==> src/rtl/multi_sonar_alarm.sv <==
// multi_sonar_alarm: round-robin HC-SR04 ranging over CHANNELS sensors,
// echo width to whole centimetres, per-channel debounced proximity alarm.
module multi_sonar_alarm #(
    parameter int unsigned CHANNELS    = 2,
    parameter int unsigned DIST_W      = 9,
    parameter int unsigned TRIG_CYC    = 500,
    parameter int unsigned CYC_PER_CM  = 2900,
    parameter int unsigned TIMEOUT_CYC = 1500000,
    parameter int unsigned GAP_CYC     = 3000000,
    parameter int unsigned THRESH      = 50,
    parameter int unsigned HYST        = 5,
    parameter int unsigned CONFIRM     = 3
) (
    input  logic                                            CLK,
    input  logic                                            RST,
    input  logic                                            Enable,
    input  logic [CHANNELS-1:0]                             Echo,
    output logic [CHANNELS-1:0]                             Trigger,
    output logic [CHANNELS*DIST_W-1:0]                      Distance,
    output logic                                            Sample_Valid,
    output logic [((CHANNELS > 1) ? $clog2(CHANNELS) : 1)-1:0] Sample_Chan,
    output logic [CHANNELS-1:0]                             No_Echo,
    output logic [CHANNELS-1:0]                             Alarm
);

    localparam int unsigned CH_W    = (CHANNELS > 1) ? $clog2(CHANNELS) : 1;
    localparam int unsigned CNT_MAX = (TRIG_CYC > TIMEOUT_CYC)
                                      ? ((TRIG_CYC > GAP_CYC) ? TRIG_CYC : GAP_CYC)
                                      : ((TIMEOUT_CYC > GAP_CYC) ? TIMEOUT_CYC : GAP_CYC);
    localparam int unsigned CNT_W   = $clog2(CNT_MAX + 1);
    localparam int unsigned SUB_W   = (CYC_PER_CM > 1) ? $clog2(CYC_PER_CM) : 1;
    localparam int unsigned CF_W    = $clog2(CONFIRM + 1);
    localparam logic [DIST_W-1:0] DIST_MAX = '1;

    typedef enum logic [2:0] {IDLE, TRIG, WAIT, MEAS, GAP} state_t;

    state_t              state;
    state_t              state_next;
    logic [CNT_W-1:0]    cnt;
    logic [SUB_W-1:0]    sub;
    logic [DIST_W-1:0]   cm;
    logic [CH_W-1:0]     ch;
    logic [CHANNELS-1:0] sync1;
    logic [CHANNELS-1:0] sync2;
    logic                echo_s;
    logic [CHANNELS-1:0] trig_c;
    logic                done_c;
    logic                tout_c;
    logic [DIST_W-1:0]   dist_c;
    logic                near_c;
    logic                far_c;
    logic [CF_W-1:0]     cur_near;
    logic [CF_W-1:0]     cur_far;
    logic [CF_W-1:0]     near_nx;
    logic [CF_W-1:0]     far_nx;
    logic [CF_W-1:0]     near_cnt [CHANNELS];
    logic [CF_W-1:0]     far_cnt  [CHANNELS];

    // Two-flop synchroniser on every echo line
    always_ff @(posedge CLK or posedge RST) begin
        if (RST) begin
            sync1 <= '0;
            sync2 <= '0;
        end else begin
            sync1 <= Echo;
            sync2 <= sync1;
        end
    end

    // Select the synchronised echo of the active channel
    always_comb begin
        echo_s = 1'b0;
        for (int i = 0; i < CHANNELS; i++) begin
            if (ch == CH_W'(i)) echo_s = sync2[i];
        end
    end

    // FSM state register
    always_ff @(posedge CLK or posedge RST) begin
        if (RST) state <= IDLE;
        else     state <= state_next;
    end

    // FSM next-state logic
    always_comb begin
        state_next = state;
        case (state)
            IDLE: if (Enable) state_next = TRIG;
            TRIG: if (cnt == CNT_W'(TRIG_CYC - 1)) state_next = WAIT;
            WAIT: begin
                if (echo_s)                                state_next = MEAS;
                else if (cnt == CNT_W'(TIMEOUT_CYC - 1))   state_next = GAP;
            end
            MEAS: begin
                if (!echo_s)                               state_next = GAP;
                else if (cnt == CNT_W'(TIMEOUT_CYC - 1))   state_next = GAP;
            end
            GAP:  if (cnt == CNT_W'(GAP_CYC - 1)) state_next = IDLE;
            default: state_next = IDLE;
        endcase
    end

    // FSM outputs: trigger decode and sample-finish strobes (timeout when echo never fell)
    always_comb begin
        trig_c = '0;
        for (int i = 0; i < CHANNELS; i++) begin
            trig_c[i] = (state_next == TRIG) && (ch == CH_W'(i));
        end
        done_c = (state != GAP) && (state_next == GAP);
        tout_c = done_c && ((state == WAIT) || echo_s);
    end

    // Per-state cycle counter, cleared on every state change
    always_ff @(posedge CLK or posedge RST) begin
        if (RST)                      cnt <= '0;
        else if (state_next != state) cnt <= '0;
        else if (state != IDLE)       cnt <= cnt + CNT_W'(1);
    end

    // Echo-width to centimetre conversion; the WAIT cycle that sees the echo counts too
    always_ff @(posedge CLK or posedge RST) begin
        if (RST) begin
            sub <= '0;
            cm  <= '0;
        end else if (state == TRIG) begin
            sub <= '0;
            cm  <= '0;
        end else if (echo_s && ((state == WAIT) || (state == MEAS))) begin
            if (sub == SUB_W'(CYC_PER_CM - 1)) begin
                sub <= '0;
                if (cm != DIST_MAX) cm <= cm + DIST_W'(1);
            end else begin
                sub <= sub + SUB_W'(1);
            end
        end
    end

    // Round-robin channel pointer, advanced when the gap expires
    always_ff @(posedge CLK or posedge RST) begin
        if (RST) begin
            ch <= '0;
        end else if ((state == GAP) && (state_next == IDLE)) begin
            if (ch == CH_W'(CHANNELS - 1)) ch <= '0;
            else                           ch <= ch + CH_W'(1);
        end
    end

    // Sample classification and next debouncer counts for the active channel
    always_comb begin
        cur_near = '0;
        cur_far  = '0;
        for (int i = 0; i < CHANNELS; i++) begin
            if (ch == CH_W'(i)) begin
                cur_near = near_cnt[i];
                cur_far  = far_cnt[i];
            end
        end
        dist_c  = tout_c ? DIST_MAX : cm;
        near_c  = !tout_c && (32'(dist_c) < THRESH);
        far_c   = tout_c || (32'(dist_c) >= (THRESH + HYST));
        near_nx = near_c ? ((cur_near == CF_W'(CONFIRM)) ? cur_near : cur_near + CF_W'(1)) : '0;
        far_nx  = far_c  ? ((cur_far  == CF_W'(CONFIRM)) ? cur_far  : cur_far  + CF_W'(1)) : '0;
    end

    // Registered outputs: trigger, sample write-back and alarm debouncers
    always_ff @(posedge CLK or posedge RST) begin
        if (RST) begin
            Trigger      <= '0;
            Distance     <= '0;
            Sample_Valid <= 1'b0;
            Sample_Chan  <= '0;
            No_Echo      <= '0;
            Alarm        <= '0;
            for (int i = 0; i < CHANNELS; i++) begin
                near_cnt[i] <= '0;
                far_cnt[i]  <= '0;
            end
        end else begin
            Trigger      <= trig_c;
            Sample_Valid <= done_c;
            if (done_c) begin
                Sample_Chan <= ch;
                for (int i = 0; i < CHANNELS; i++) begin
                    if (ch == CH_W'(i)) begin
                        Distance[i*DIST_W +: DIST_W] <= dist_c;
                        No_Echo[i]  <= tout_c;
                        near_cnt[i] <= near_nx;
                        far_cnt[i]  <= far_nx;
                        if (near_nx == CF_W'(CONFIRM))     Alarm[i] <= 1'b1;
                        else if (far_nx == CF_W'(CONFIRM)) Alarm[i] <= 1'b0;
                    end
                end
            end
        end
    end

endmodule
==> config.mk <==
export PLATFORM = sky130hd
export DESIGN_NAME = multi_sonar_alarm
export DESIGN_NICKNAME = d
export VERILOG_FILES = /design/src/rtl/multi_sonar_alarm.sv
export SDC_FILE = /design/constraint.sdc
export NUM_CORES = 1
export LEC_CHECK = 0
export ABC_AREA = 1
export CAP_MARGIN = 20
export CORE_MARGIN = 1
export CORE_UTILIZATION = 60
export CTS_BUF_LIST = sky130_fd_sc_hd__clkbuf_8
export DETAILED_ROUTE_END_ITERATION = 8
export GPL_ROUTABILITY_DRIVEN = 0
export GPL_TIMING_DRIVEN = 1
export PLACE_DENSITY_LB_ADDON = 0.2
export RECOVER_POWER = 100
export SLEW_MARGIN = 10
export SYNTH_ARGS = -nofsm -noshare
export SYNTH_HDL_FRONTEND = slang
export SYNTH_SLANG_ARGS = --single-unit
==> constraint.sdc <==
create_clock -name CLK -period 5.1 [get_ports CLK]
set_input_delay 0.51 -clock CLK [delete_from_list [all_inputs] [get_ports CLK]]
set_output_delay 0.51 -clock CLK [all_outputs]
set_load 0.005 [all_outputs]
==> results of run 1 <==
-- routing by layer --
metal | vias to the layer above | global-route usage, % | part of all wire [%]
met5 | - | 0 | 0
met4 | 0 | 8.947 | 1.4
met3 | 11 | 3.232 | 3.3
met2 | 67 | 42.31 | 48
met1 | 1676 | 33.57 | 47
li1 | 1760 | - | -
-- registers in the layout, indices dropped and copies added, names as in the netlist --
name,cells
Sample_Valid,1
cnt,22
sync1,2
cm,9
near_cnt,4
Alarm,2
Distance,18
ch,1
Sample_Chan,1
sub,12
No_Echo,2
Trigger,2
state,3
far_cnt,4
sync2,2
-- cell usage after synthesis (2+ instances only) --
cell	number
nand2_1	146
dfrtp_1	85
inv_1	46
nor2_1	43
nand3_1	26
xor2_1	26
nor2_2	24
nand4_1	16
nor3_1	15
o21ai_0	13
o21ai_1	9
a21oi_1	8
inv_2	8
buf_6	7
nand2_2	6
ha_1	4
nand2_4	4
nand3_2	4
o31ai_1	4
mux2i_1	3
nor2_8	3
xnor2_1	3
buf_4	2
inv_4	2
nand3_4	2
nor2_4	2
nor3_2	2
nor3_4	2
nor3b_1	2
-- power by group --
| part | total (mW) | internal (mW) | switching, mW | leakage [nW] |
|---|---|---|---|---|
| Combinational | 0.0176 | 0.00308 | 0.0145 | 1.15 |
| Clock | 0.468 | 0.225 | 0.243 | 0.106 |
| Sequential | 0.676 | 0.675 | 0.000592 | 1.15 |
| Total | 1.16 | 0.903 | 0.258 | 2.41 |
-- area by class of cell --
class	instances	share of cell area (%)
inverters	58	4.570
multi-input cells	377	39.96
clock buffers	9	2.499
well taps	99	2.499
repair buffers	31	6.160
clock inverters	7	1.389
flip-flops and latches	85	42.92
-- cell families after synthesis --
group / share of synthesized area, %
AND/OR/NAND/NOR: 34.26
flip-flops: 46.78
buffers and inverters: 7.292
AO/OA/AOI/OAI: 4.320
XOR/XNOR: 5.586
adder cells (fa/ha/maj): 1.101
multiplexers: 0.6605
-- stage by stage --
| step | util (%) | setup slack (ns) | power, mW |
|---|---|---|---|
| after global placement | 66.94 | 2.860 | 0.7082 |
| after global routing | 67.97 | 1.238 | 1.199 |
| after CTS | 69.58 | 2.727 | 1.169 |
| after detailed placement | 66.94 | 2.725 | 0.7089 |
| after floorplan | - | 2.397 | 0.7004 |
| final | 67.97 | 1.664 | 1.161 |
-- worst max-delay path: cells and delay by family, from the launching register on --
kind / cells / cell delay (ns)
flip-flops: 1 / 0.53
buffers and inverters: 2 / 0.87
AO/OA/AOI/OAI: 1 / 0.11
AND/OR/NAND/NOR: 8 / 1.77
-- path summary, 6_finish.rpt --
path | from | end | slack [ns] | cells after the start
max | ch$_DFFE_PP0P_ | No_Echo[1]$_DFFE_PP0P_ | 1.66 | 11
min | sync1[1]$_DFF_PP0_ | sync2[1]$_DFF_PP0_ | 0.35 | 0
max reg2reg | ch$_DFFE_PP0P_ | No_Echo[1]$_DFFE_PP0P_ | 1.66 | 11
min reg2reg | sync1[1]$_DFF_PP0_ | sync2[1]$_DFF_PP0_ | 0.35 | 0
max in group asynchronous | RST | sub[1]$_DFFE_PP0P_ | 2.26 | 3
min in group asynchronous | RST | Distance[12]$_DFFE_PP0P_ | 0.94 | 2
-- cell usage in the layout (no fill, tap or decap), types with 8 or more instances in the layout --
cell type,n
a21oi_1,8
clkbuf_8,9
dfrtp_1,85
dlygate4sd3_1,29
inv_1,51
nand2_1,150
nand3_1,28
nand4_1,17
nor2_1,48
nor2_2,24
nor3_1,15
o21ai_0,20
xor2_1,26
==> summary.txt, run 1 <==
Global routing
  • Initial antenna violation count: 0
  • Number of global-route vias before repair: roughly 3500
  • Largest net degree at the start of global routing: between 50 and 60
  • Gr usage total: between 20% and 30%
  • First-pass GRT wire length: 15.24 mm
  • Aggregate global routing overflow: 0

Flow run
  • Max Cap Viol: 1

STA
  • # setup viols final: 0
  • Max Slew Vio Count: 0
  • Hold Worst Slack: ~0.35 ns
  • Final min period: approximately 3.4 ns
  • Worst clock skew: 0.01819 ns
  • Final hold vios: 0
  • Fmax: ~290 MHz
  • Total negative slack: 0 ns
  • Worst-Margin Slew: 1.473 ns
  • RSZ-0062 raised after global routing: no
  • Slew HR: under 10%
  • Fin crit share: approximately two thirds

Layout
  • Nets: around 570
  • Multi-input logic area: ~2000 um2
  • Register area: roughly 2100 um2
  • Layout cells sized above 1: 11.64%
  • Final Cell Area: approximately 5000 um2
  • Layout overhead on the synthesized area: 8.998%
  • Final Non-Filler Cells: 666
  • Antenna cell count: 0
  • Fill count: 634

Power
  • Max VDD drop: roughly 0.17 mV
  • Cell Pwr Density: ~230 nW/um2
  • Leakage: 2.410 nW

Worst hold path
  • Hold crit path type: flip-flop to flip-flop

Yosys
  • Asr flop ratio synth: 100.0%
  • Syn_area_per_cell: approximately 8.6 um2
  • Ys Warns: 0
  • Post-synthesis cell count: 530
  • EDFF count, synth: 0
  • Flops & latches, synth: 85
  • Ys flop type: dfrtp_1
  • Synth top area cells: dfrtp_1 (47%), nand2_1 (12%), xor2_1 (5.0%), inv_1 (3.8%), nor2_1 (3.5%)
  • Synth cell types: between 40 and 50
  • Yosys top cell by area: dfrtp_1
  • Synthesized area: approximately 4500 um2
  • Synth top area share: a little under half
  • Post-Syn Nets: approximately 540
  • Register area share after synthesis: between 40% and 50%

Detailed routing
  • Routed via count: about 3500
  • Avg WL per Cell: approximately 13 um
  • Pre-antenna DRT Iters: 5
  • Vias per inst: 5.276
  • Number of antenna-violating nets in the routed design: 0
  • DRC Markers: 0
  • Total Wirelength: around 9.0 mm
  • DR iter-0 viols: approximately 260

Critical path
  • Setup CP Type: flip-flop to flip-flop
  • Arrival time worst endpoint: approximately 3.6 ns
  • Critical Path Fanout Max: 18
  • CP Launch Type: flip-flop
  • Slowest stage delay, CP: ~0.76 ns
  • Crit path max-delay cell type: nor2_1
  • Worst setup EP type: flip-flop
  • Crit path top cell by count: nand2_1
  • Critical path cell sequence: clkinvlp_2, nand2_2, nand2_1, nor2_1, nand4_1, nand3_1, nand2_1, nor2_1, inv_1, nand2_1, o21ai_0
  • WP data required: 5.30 ns

Floorplan
  • IO Pins: 31
  • Total die area: between 7000 and 8000 um2
  • Rows: 31
  • Initial core utilization: between 60% and 70%
  • Die Y: between 80 and 90 um
  • Die width: between 80 and 90 um
  • Core area: ~7300 um2

Clock tree
  • Worst-path clk slew: approximately 0.08 ns
  • CTS root buffer: clkbuf_8
  • Worst skew pair latency: 0.35 ns
  • Deepest clock path buffer count: 2
  • TritonCTS clock tree: done
  • H-tree depth: 3
  • # resized after CTS: 0
  • Post-CTS setup buffers: 0
  • Cts bufs inserted: 9
  • Number of hold buffers added after CTS: 0
  • Clock sink total: 85

Placement
  • # port buffers: 30
  • Placed inst area: 4881 um2
  • Placed instance count: 650
  • Post-DP HPWL: between 6 and 7 mm

Status
  • Status: finished with violations
  • Failing checks: max-capacitance violations
Power figures use the tool's default switching activity.
==> inputs of run 2 (changes only) <==
--- a/config.mk
+++ b/config.mk
@@ -8,7 +8,7 @@
 export ABC_AREA = 1
 export CAP_MARGIN = 20
 export CORE_MARGIN = 1
-export CORE_UTILIZATION = 60
+export CORE_UTILIZATION = 55
 export CTS_BUF_LIST = sky130_fd_sc_hd__clkbuf_8
 export DETAILED_ROUTE_END_ITERATION = 8
 export GPL_ROUTABILITY_DRIVEN = 0
==> constraint.sdc (replaced) <==
create_clock -name CLK -period 2.8 [get_ports CLK]
set_input_delay 0.28 -clock CLK [delete_from_list [all_inputs] [get_ports CLK]]
set_output_delay 0.28 -clock CLK [all_outputs]
set_load 0.005 [all_outputs]
==> run 2 against run 1 <==
  * The run ends with max-capacitance violations, max-slew violations left
  * Utilization down 4.1 points
  * Global-route usage decreased by 2.4 points
  * Register-to-register slack lost 1.4 ns
  * Design area grew 1.1%
  * Maximum frequency is 38% higher
  * Clock power rose by 74%
  * Final cell count up 0.60%
  * Sequential power rose by 82%
  * Largest power group unchanged
==> summary.txt, run 2 (same netlist as run 1, synthesis figures left out) <==
Power
  • Cell Pwr Density: 413.9 nW/um2 (+77%)
  • Comb pwr share: 1.6% (about the same)
  • Clk pwr share: 39.1% (-1.2 points)
  • Sw frac: 23.55% (+1.3 points)
  • Max VDD drop: 0.2703 mV (+58%)
  • Leakage: 2.416 nW (+0.26%)
  • Sequential Power Share: 59.3% (+1.1 points)
  • Cell Int Power: 1.586 mW (+76%)
  • P_sw: 0.4886 mW (+89%)

Placement
  • Placed instance count: 654 (+0.62%)
  • # port buffers: 30 (unchanged)
  • Post-DP HPWL: 6.469 mm (+0.90%)

Global routing
  • Aggregate global routing overflow: 0 (unchanged)
  • First-pass GRT wire length: 15.67 mm (+2.8%)
  • Number of global-route vias before repair: 3527 (+2.1%)
  • Largest net degree at the start of global routing: 39 (-28%)
  • Initial antenna violation count: 0 (unchanged)
  • Gr usage total: 22.66% (-2.4 points)

Clock tree
  • # resized after CTS: 0 (unchanged)
  • Clock sink total: 85 (unchanged)
  • H-tree depth: 3 (unchanged)
  • Cts bufs inserted: 9 (unchanged)
  • Worst-path clk slew: 0.09 ns (about the same)
  • TritonCTS clock tree: done
  • CTS root buffer: clkbuf_8
  • Worst skew pair latency: 0.36 ns (about the same)
  • Deepest clock path buffer count: 2 (unchanged)
  • Number of hold buffers added after CTS: 0 (unchanged)
  • Post-CTS setup buffers: 0 (unchanged)

Layout
  • Nets: 572 (+0.18%)
  • Top Registers: cnt: 22 flops, Distance: 18 flops, sub: 12 flops
  • Final Non-Filler Cells: 670 (+0.60%)
  • Max reg flops: 22 (unchanged)
  • Commonest non-fill, non-tap cell in the layout: nand2_1
  • Layout cells sized above 1: 12.15% (+0.51 points)
  • Fill count: 663 (+4.6%)
  • Commonest cells after routing, fill and taps aside: nand2_1 (150), dfrtp_1 (85), nor2_1 (50), inv_1 (48), dlygate4sd3_1 (29)
  • Layout overhead on the synthesized area: 10.24%
  • Antenna cell count: 0 (unchanged)
  • Fin util: 63.87% (-4.1 points)
  • Most flops, register: cnt

Floorplan
  • Total die area: 8635 um2 (+8.9%)
  • Die width: 92.93 um (+4.4%)
  • Die Y: 92.93 um (+4.4%)
  • Rows: 32 (+3.2%)
  • Core area: 7848 um2 (+7.6%)
  • IO Pins: 31 (unchanged)
  • Initial core utilization: 57.94% (-4.4 points)

Critical path
  • Setup CP Type: flip-flop to flip-flop
  • Worst setup EP type: flip-flop
  • Crit path top cell by count: nand2_1
  • Arrival time worst endpoint: 2.73 ns (-0.91 ns)
  • Crit path max-delay cell type: dfrtp_1
  • Worst path bufs/invs: 2 (unchanged)
  • Slowest stage delay, CP: 0.69 ns (-0.07 ns)
  • Largest delay contributor family on the critical path: simple AND/OR/NAND/NOR gates
  • WP data required: 3.03 ns (-2.27 ns)
  • CP Launch Type: flip-flop
  • Critical path cell sequence: inv_6, nand2_1, nand2_1, nor2_1, nand4_2, nand3_4, nand2_1, nor2_4, inv_2, nand2_1, o21ai_0
  • Critical Path Fanout Max: 18 (unchanged)
  • Start point of the critical path: ch$_DFFE_PP0P_
  • Worst reg2reg startpoint: ch$_DFFE_PP0P_

Detailed routing
  • Number of antenna-violating nets in the routed design: 0 (unchanged)
  • DR iter-0 viols: 126 (-51%)
  • Vias per inst: 5.251 (-0.48%)
  • Met3 WL: 266 um (-11%)
  • Top Metal Used: met4
  • Met2 WL: 4.238 mm (-1.5%)
  • Routed via count: 3518 (+0.11%)
  • Total Wirelength: 8.883 mm (-0.89%)
  • Avg WL per Cell: 13.26 um (-1.5%)
  • M1 wire length: 4.268 mm (+0.66%)
  • DRC Markers: 0 (unchanged)
  • Pre-antenna DRT Iters: 4 (-1)

STA
  • Worst clock skew: 0.01568 ns (-0.002509 ns)
  • RSZ-0062 raised after global routing: no
  • Fin crit share: 89.20% (+22 points)
  • Fmax: 400.4 MHz (+38%)
  • Total negative slack: 0 ns (unchanged)
  • Slew HR: -10.70% (-12 points)
  • Worst-Margin Slew: 1.651 ns (+0.1781 ns)
  • Final min period: 2.498 ns (-0.9379 ns)
  • # setup viols final: 0 (unchanged)
  • Final hold vios: 0 (unchanged)
  • Max Slew Vio Count: 39 (+39)

Worst hold path
  • Hold crit path type: flip-flop to flip-flop
  • Hold Crit Start: sync1[0]$_DFF_PP0_

Flow run
  • Max Cap Viol: 1 (unchanged)

Status
  • Failing checks: max-capacitance violations, max-slew violations
  • Status: finished with violations
[run 2: cell count changes in the layout (fill, tap and decap cells not counted), sizes merged]
cell,change
inv,-1
clkinvlp,+1
clkbuf,+2
bufinv,-1
[run 2: layout make-up]
| class | count | area (um2) | share of cell area [%] |
|---|---|---|---|
| flip-flops and latches | 85 | 2127 | 42.44 |
| multi-input cells | 377 | 2028 | 40.46 |
| repair buffers | 32 | 309.0 | 6.166 |
| inverters | 58 | 234.0 | 4.668 |
| clock buffers | 10 | 137.6 | 2.746 |
| well taps | 102 | 127.6 | 2.546 |
| clock inverters | 6 | 48.80 | 0.9735 |
[run 2: worst paths after layout]
check,end,slack (ns),cells after the start
worst max-delay path,far_cnt[0]$_DFFE_PP0P_,0.30,11
worst min-delay path,sync2[0]$_DFF_PP0_,0.35,0
worst max register to register,far_cnt[0]$_DFFE_PP0P_,0.30,11
worst min register to register,sync2[0]$_DFF_PP0_,0.35,0
max in group asynchronous,Trigger[0]$_DFF_PP0_,0.60,3
min in group asynchronous,Distance[14]$_DFFE_PP0P_,0.77,2
[run 2: metal layers]
metal / vias up / global-route usage, %
met4: 0 / 7.051
li1: 1753 / -
met2: 56 / 37.50
met5: - / 0
met1: 1698 / 30.81
met3: 11 / 3.202
[run 2: power groups by stage]
stage,sequential [mW],combinational (mW),clock (mW)
2_1_floorplan,1.25,0.0212,0
3_3_place_gp,1.25,0.0394,0
3_5_place_dp,1.25,0.0397,0
4_1_cts,1.23,0.0397,0.822
5_1_grt,1.23,0.0391,0.877
6_report,1.23,0.0325,0.812
[run 2: worst register-to-register path, cell delays in order, from the launching register on]
cell,delay (ns)
dfrtp_1,0.69
inv_6,0.08
nand2_1,0.08
nand2_1,0.08
nor2_1,0.13
nand4_2,0.16
nand3_4,0.14
nand2_1,0.23
nor2_4,0.37
inv_2,0.24
nand2_1,0.11
o21ai_0,0.08
[run 2: through the flow]
step           cell area [um2]  setup WS, ns  power [mW]  hold slack (ns)
2_1_floorplan             4547        0.3265       1.276           0.3114
3_3_place_gp              4905        0.5370       1.294           0.3341
3_5_place_dp              4905        0.3996       1.294           0.3371
4_1_cts                   5091        0.3728       2.092           0.3492
5_1_grt                   5012       0.03649       2.147           0.3774
6_report                  5012        0.3024       2.075           0.3543
==> inputs of run 3 (changes only) <==
--- a/config.mk
+++ b/config.mk
@@ -8,11 +8,12 @@
 export ABC_AREA = 1
 export CAP_MARGIN = 20
 export CORE_MARGIN = 1
-export CORE_UTILIZATION = 55
+export CORE_UTILIZATION = 25
 export CTS_BUF_LIST = sky130_fd_sc_hd__clkbuf_8
 export DETAILED_ROUTE_END_ITERATION = 8
 export GPL_ROUTABILITY_DRIVEN = 0
 export GPL_TIMING_DRIVEN = 1
+export HOLD_SLACK_MARGIN = 0.03
 export PLACE_DENSITY_LB_ADDON = 0.2
 export RECOVER_POWER = 100
 export SLEW_MARGIN = 10
==> run 3 against run 2 <==
  * The flow now finishes without violations
  * Sequential share of layout area down 1.7 points
  * Clock power up 21%
  * Clock skew down 0.0022 ns
  * Largest cell class unchanged
  * Count of clock-buffer cells in the layout down 1
  * Routed wire length up 9.2%
  * Sequential power about the same
  * Flip-flop and latch count unchanged
  * Setup slack better by 0.085 ns
  * Critical path depth down 1
  * Total power up 8.3%
  * Utilization down 34 points
  * Critical path type unchanged
==> summary.txt, run 3 (same netlist as run 1, synthesis figures left out) <==
Critical path
  • Worst setup EP type: flip-flop
  • CP Launch Type: flip-flop
  • FF-to-FF setup slack: 0.39 ns (+0.09 ns)
  • Reg2reg end: cm[6]$_DFFE_PP0P_
  • WP data required: 3.11 ns (+0.08 ns)
  • Setup CP Type: flip-flop to flip-flop
  • FF-to-FF path depth: 10 (-1)
  • Arrival time worst endpoint: 2.72 ns (about the same)
  • Critical Path Fanout Max: 10 (-8)
  • Start point of the critical path: ch$_DFFE_PP0P_
  • Worst reg2reg startpoint: ch$_DFFE_PP0P_

Worst hold path
  • Hold EP: sync2[0]$_DFF_PP0_
  • Hold crit path type: flip-flop to flip-flop
  • WHS Path Cells: 0 (unchanged)
  • Hold Crit Start: sync1[0]$_DFF_PP0_

Power
  • Comb pwr share: 1.5% (about the same)
  • Cell Int Power: 1.742 mW (+9.8%)
  • Max VDD drop: 0.2397 mV (-11%)
  • Sequential Power Share: 54.7% (-4.6 points)
  • Sw frac: 22.49% (-1.1 points)
  • Leakage: 2.461 nW (+1.8%)
  • P_sw: 0.5056 mW (+3.5%)
  • Clk pwr share: 43.8% (+4.7 points)
  • Cell Pwr Density: 430.5 nW/um2 (+4.0%)

Clock tree
  • Cts bufs inserted: 9 (unchanged)
  • CTS root buffer: clkbuf_8
  • Worst skew pair latency: 0.38 ns (+0.02 ns)
  • Clock sink total: 85 (unchanged)
  • Post-CTS setup buffers: 0 (unchanged)
  • H-tree depth: 3 (unchanged)
  • # resized after CTS: 0 (unchanged)
  • Worst-path clk slew: 0.09 ns (about the same)
  • Deepest clock path buffer count: 2 (unchanged)
  • TritonCTS clock tree: done
  • Number of hold buffers added after CTS: 0 (unchanged)

Floorplan
  • Initial core utilization: 25.93% (-32 points)
  • Rows: 48 (+50%)
  • Die Y: 136.9 um (+47%)
  • Die width: 136.9 um (+47%)
  • Core area: 17540 um2 (+120%)
  • IO Pins: 31 (unchanged)
  • Total die area: 18730 um2 (+120%)

STA
  • Fin crit share: 86.15% (-3.0 points)
  • Worst clock skew: 0.01352 ns (-0.002162 ns)
  • Max Slew Vio Count: 0 (-100%)
  • # setup viols final: 0 (unchanged)
  • Fmax: 414.6 MHz (+3.5%)
  • Final hold vios: 0 (unchanged)
  • RSZ-0062 raised after global routing: no
  • Slew HR: 23.13% (+34 points)
  • Final min period: 2.412 ns (-0.08538 ns)
  • Worst-Margin Slew: 1.147 ns (-0.5048 ns)
  • Total negative slack: 0 ns (unchanged)

Layout
  • Fin util: 29.77% (-34 points)
  • Nets: 573 (+0.17%)
  • Antenna cell count: 0 (unchanged)
  • Commonest cells after routing, fill and taps aside: nand2_1 (148), dfrtp_1 (85), inv_1 (48), nor2_1 (47), dlygate4sd3_1 (29)
  • Layout cells sized above 1: 13.01% (+0.86 points)
  • Max reg flops: 22 (unchanged)
  • Most flops, register: cnt
  • Top Registers: cnt: 22 flops, Distance: 18 flops, sub: 12 flops
  • Layout overhead on the synthesized area: 14.83%
  • Commonest non-fill, non-tap cell in the layout: nand2_1

Global routing
  • Aggregate global routing overflow: 0 (unchanged)
  • First-pass GRT wire length: 17.04 mm (+8.7%)
  • Largest net degree at the start of global routing: 43 (+10%)
  • Gr usage total: 11.71% (-11 points)
  • Number of global-route vias before repair: 3550 (+0.65%)
  • Initial antenna violation count: 0 (unchanged)

Detailed routing
  • DR iter-0 viols: 195 (+55%)
  • Routed via count: 3446 (-2.0%)
  • DRC Markers: 0 (unchanged)
  • Avg WL per Cell: 12.22 um (-7.9%)
  • Pre-antenna DRT Iters: 4 (unchanged)
  • Vias per inst: 4.340 (-17%)
  • Total Wirelength: 9.700 mm (+9.2%)
  • Number of antenna-violating nets in the routed design: 0 (unchanged)

Placement
  • Post-DP HPWL: 7.212 mm (+11%)
  • # port buffers: 30 (unchanged)

Status
  • Status: complete, no violations

Flow run
  • Max Cap Viol: 0 (-1)
## run 3: area by class of cell
cell class              instances  area [um2]
repair buffers                 33       316.6
well taps                     225       281.5
fillers                      1912       12320
multi-input cells             377        2041
clock buffers                   9       123.9
clock inverters                 7       97.59
flip-flops and latches         85        2127
inverters                      58       234.0
## run 3: worst max path at each step
| stage | endpoint | cells after the start | slack [ns] |
|---|---|---|---|
| finish | cm[6]$_DFFE_PP0P_ | 10 | 0.39 |
| global route | near_cnt[0]$_DFFE_PP0P_ | 14 | 0.14 |
| CTS | cnt[5]$_DFFE_PP0P_ | 11 | 0.41 |
| detailed placement | cnt[20]$_DFFE_PP0P_ | 11 | 0.45 |
| global placement | cnt[20]$_DFFE_PP0P_ | 11 | 0.55 |
| floorplan | Alarm[0]$_DFFE_PP0P_ | 1 | 0.33 |
## run 3: stage by stage
step                power [mW]  cell area (um2)  setup WS, ns  hold WS [ns]  instances
CTS                      2.300             5288        0.4145        0.2319        794
global placement         1.296             5066        0.5492        0.3350        778
detailed placement       1.296             5066        0.4509        0.3425        778
floorplan                1.276             4547        0.3265        0.3114        530
global route             2.342             5221        0.1440        0.3760        794
finish                   2.248             5221        0.3878        0.3604        794
## run 3: critical path, stage by stage, from the launching register on
cell	delay, ns
dfrtp_1	0.69
nand2_1	0.10
nand2_1	0.13
inv_1	0.09
nor2_4	0.20
nor2_4	0.10
nor2_1	0.51
nand2_4	0.19
clkinv_4	0.13
nand2_1	0.05
a21oi_1	0.15
## run 3: power by group through the flow
stage	sequential (mW)	combinational, mW	clock, mW
after global placement	1.25	0.0412	0
after floorplan	1.25	0.0212	0
after CTS	1.23	0.0415	1.03
after global routing	1.23	0.0404	1.07
after detailed placement	1.25	0.0414	0
final	1.23	0.0328	0.985
## run 3: routing by layer
layer	up-vias	global-route usage [%]	share of wire, %
met4	0	5.311	1.9
li1	1758	-	-
met1	1634	15.14	48
met2	39	18.64	47
met3	15	2.556	3.3
met5	-	0	0
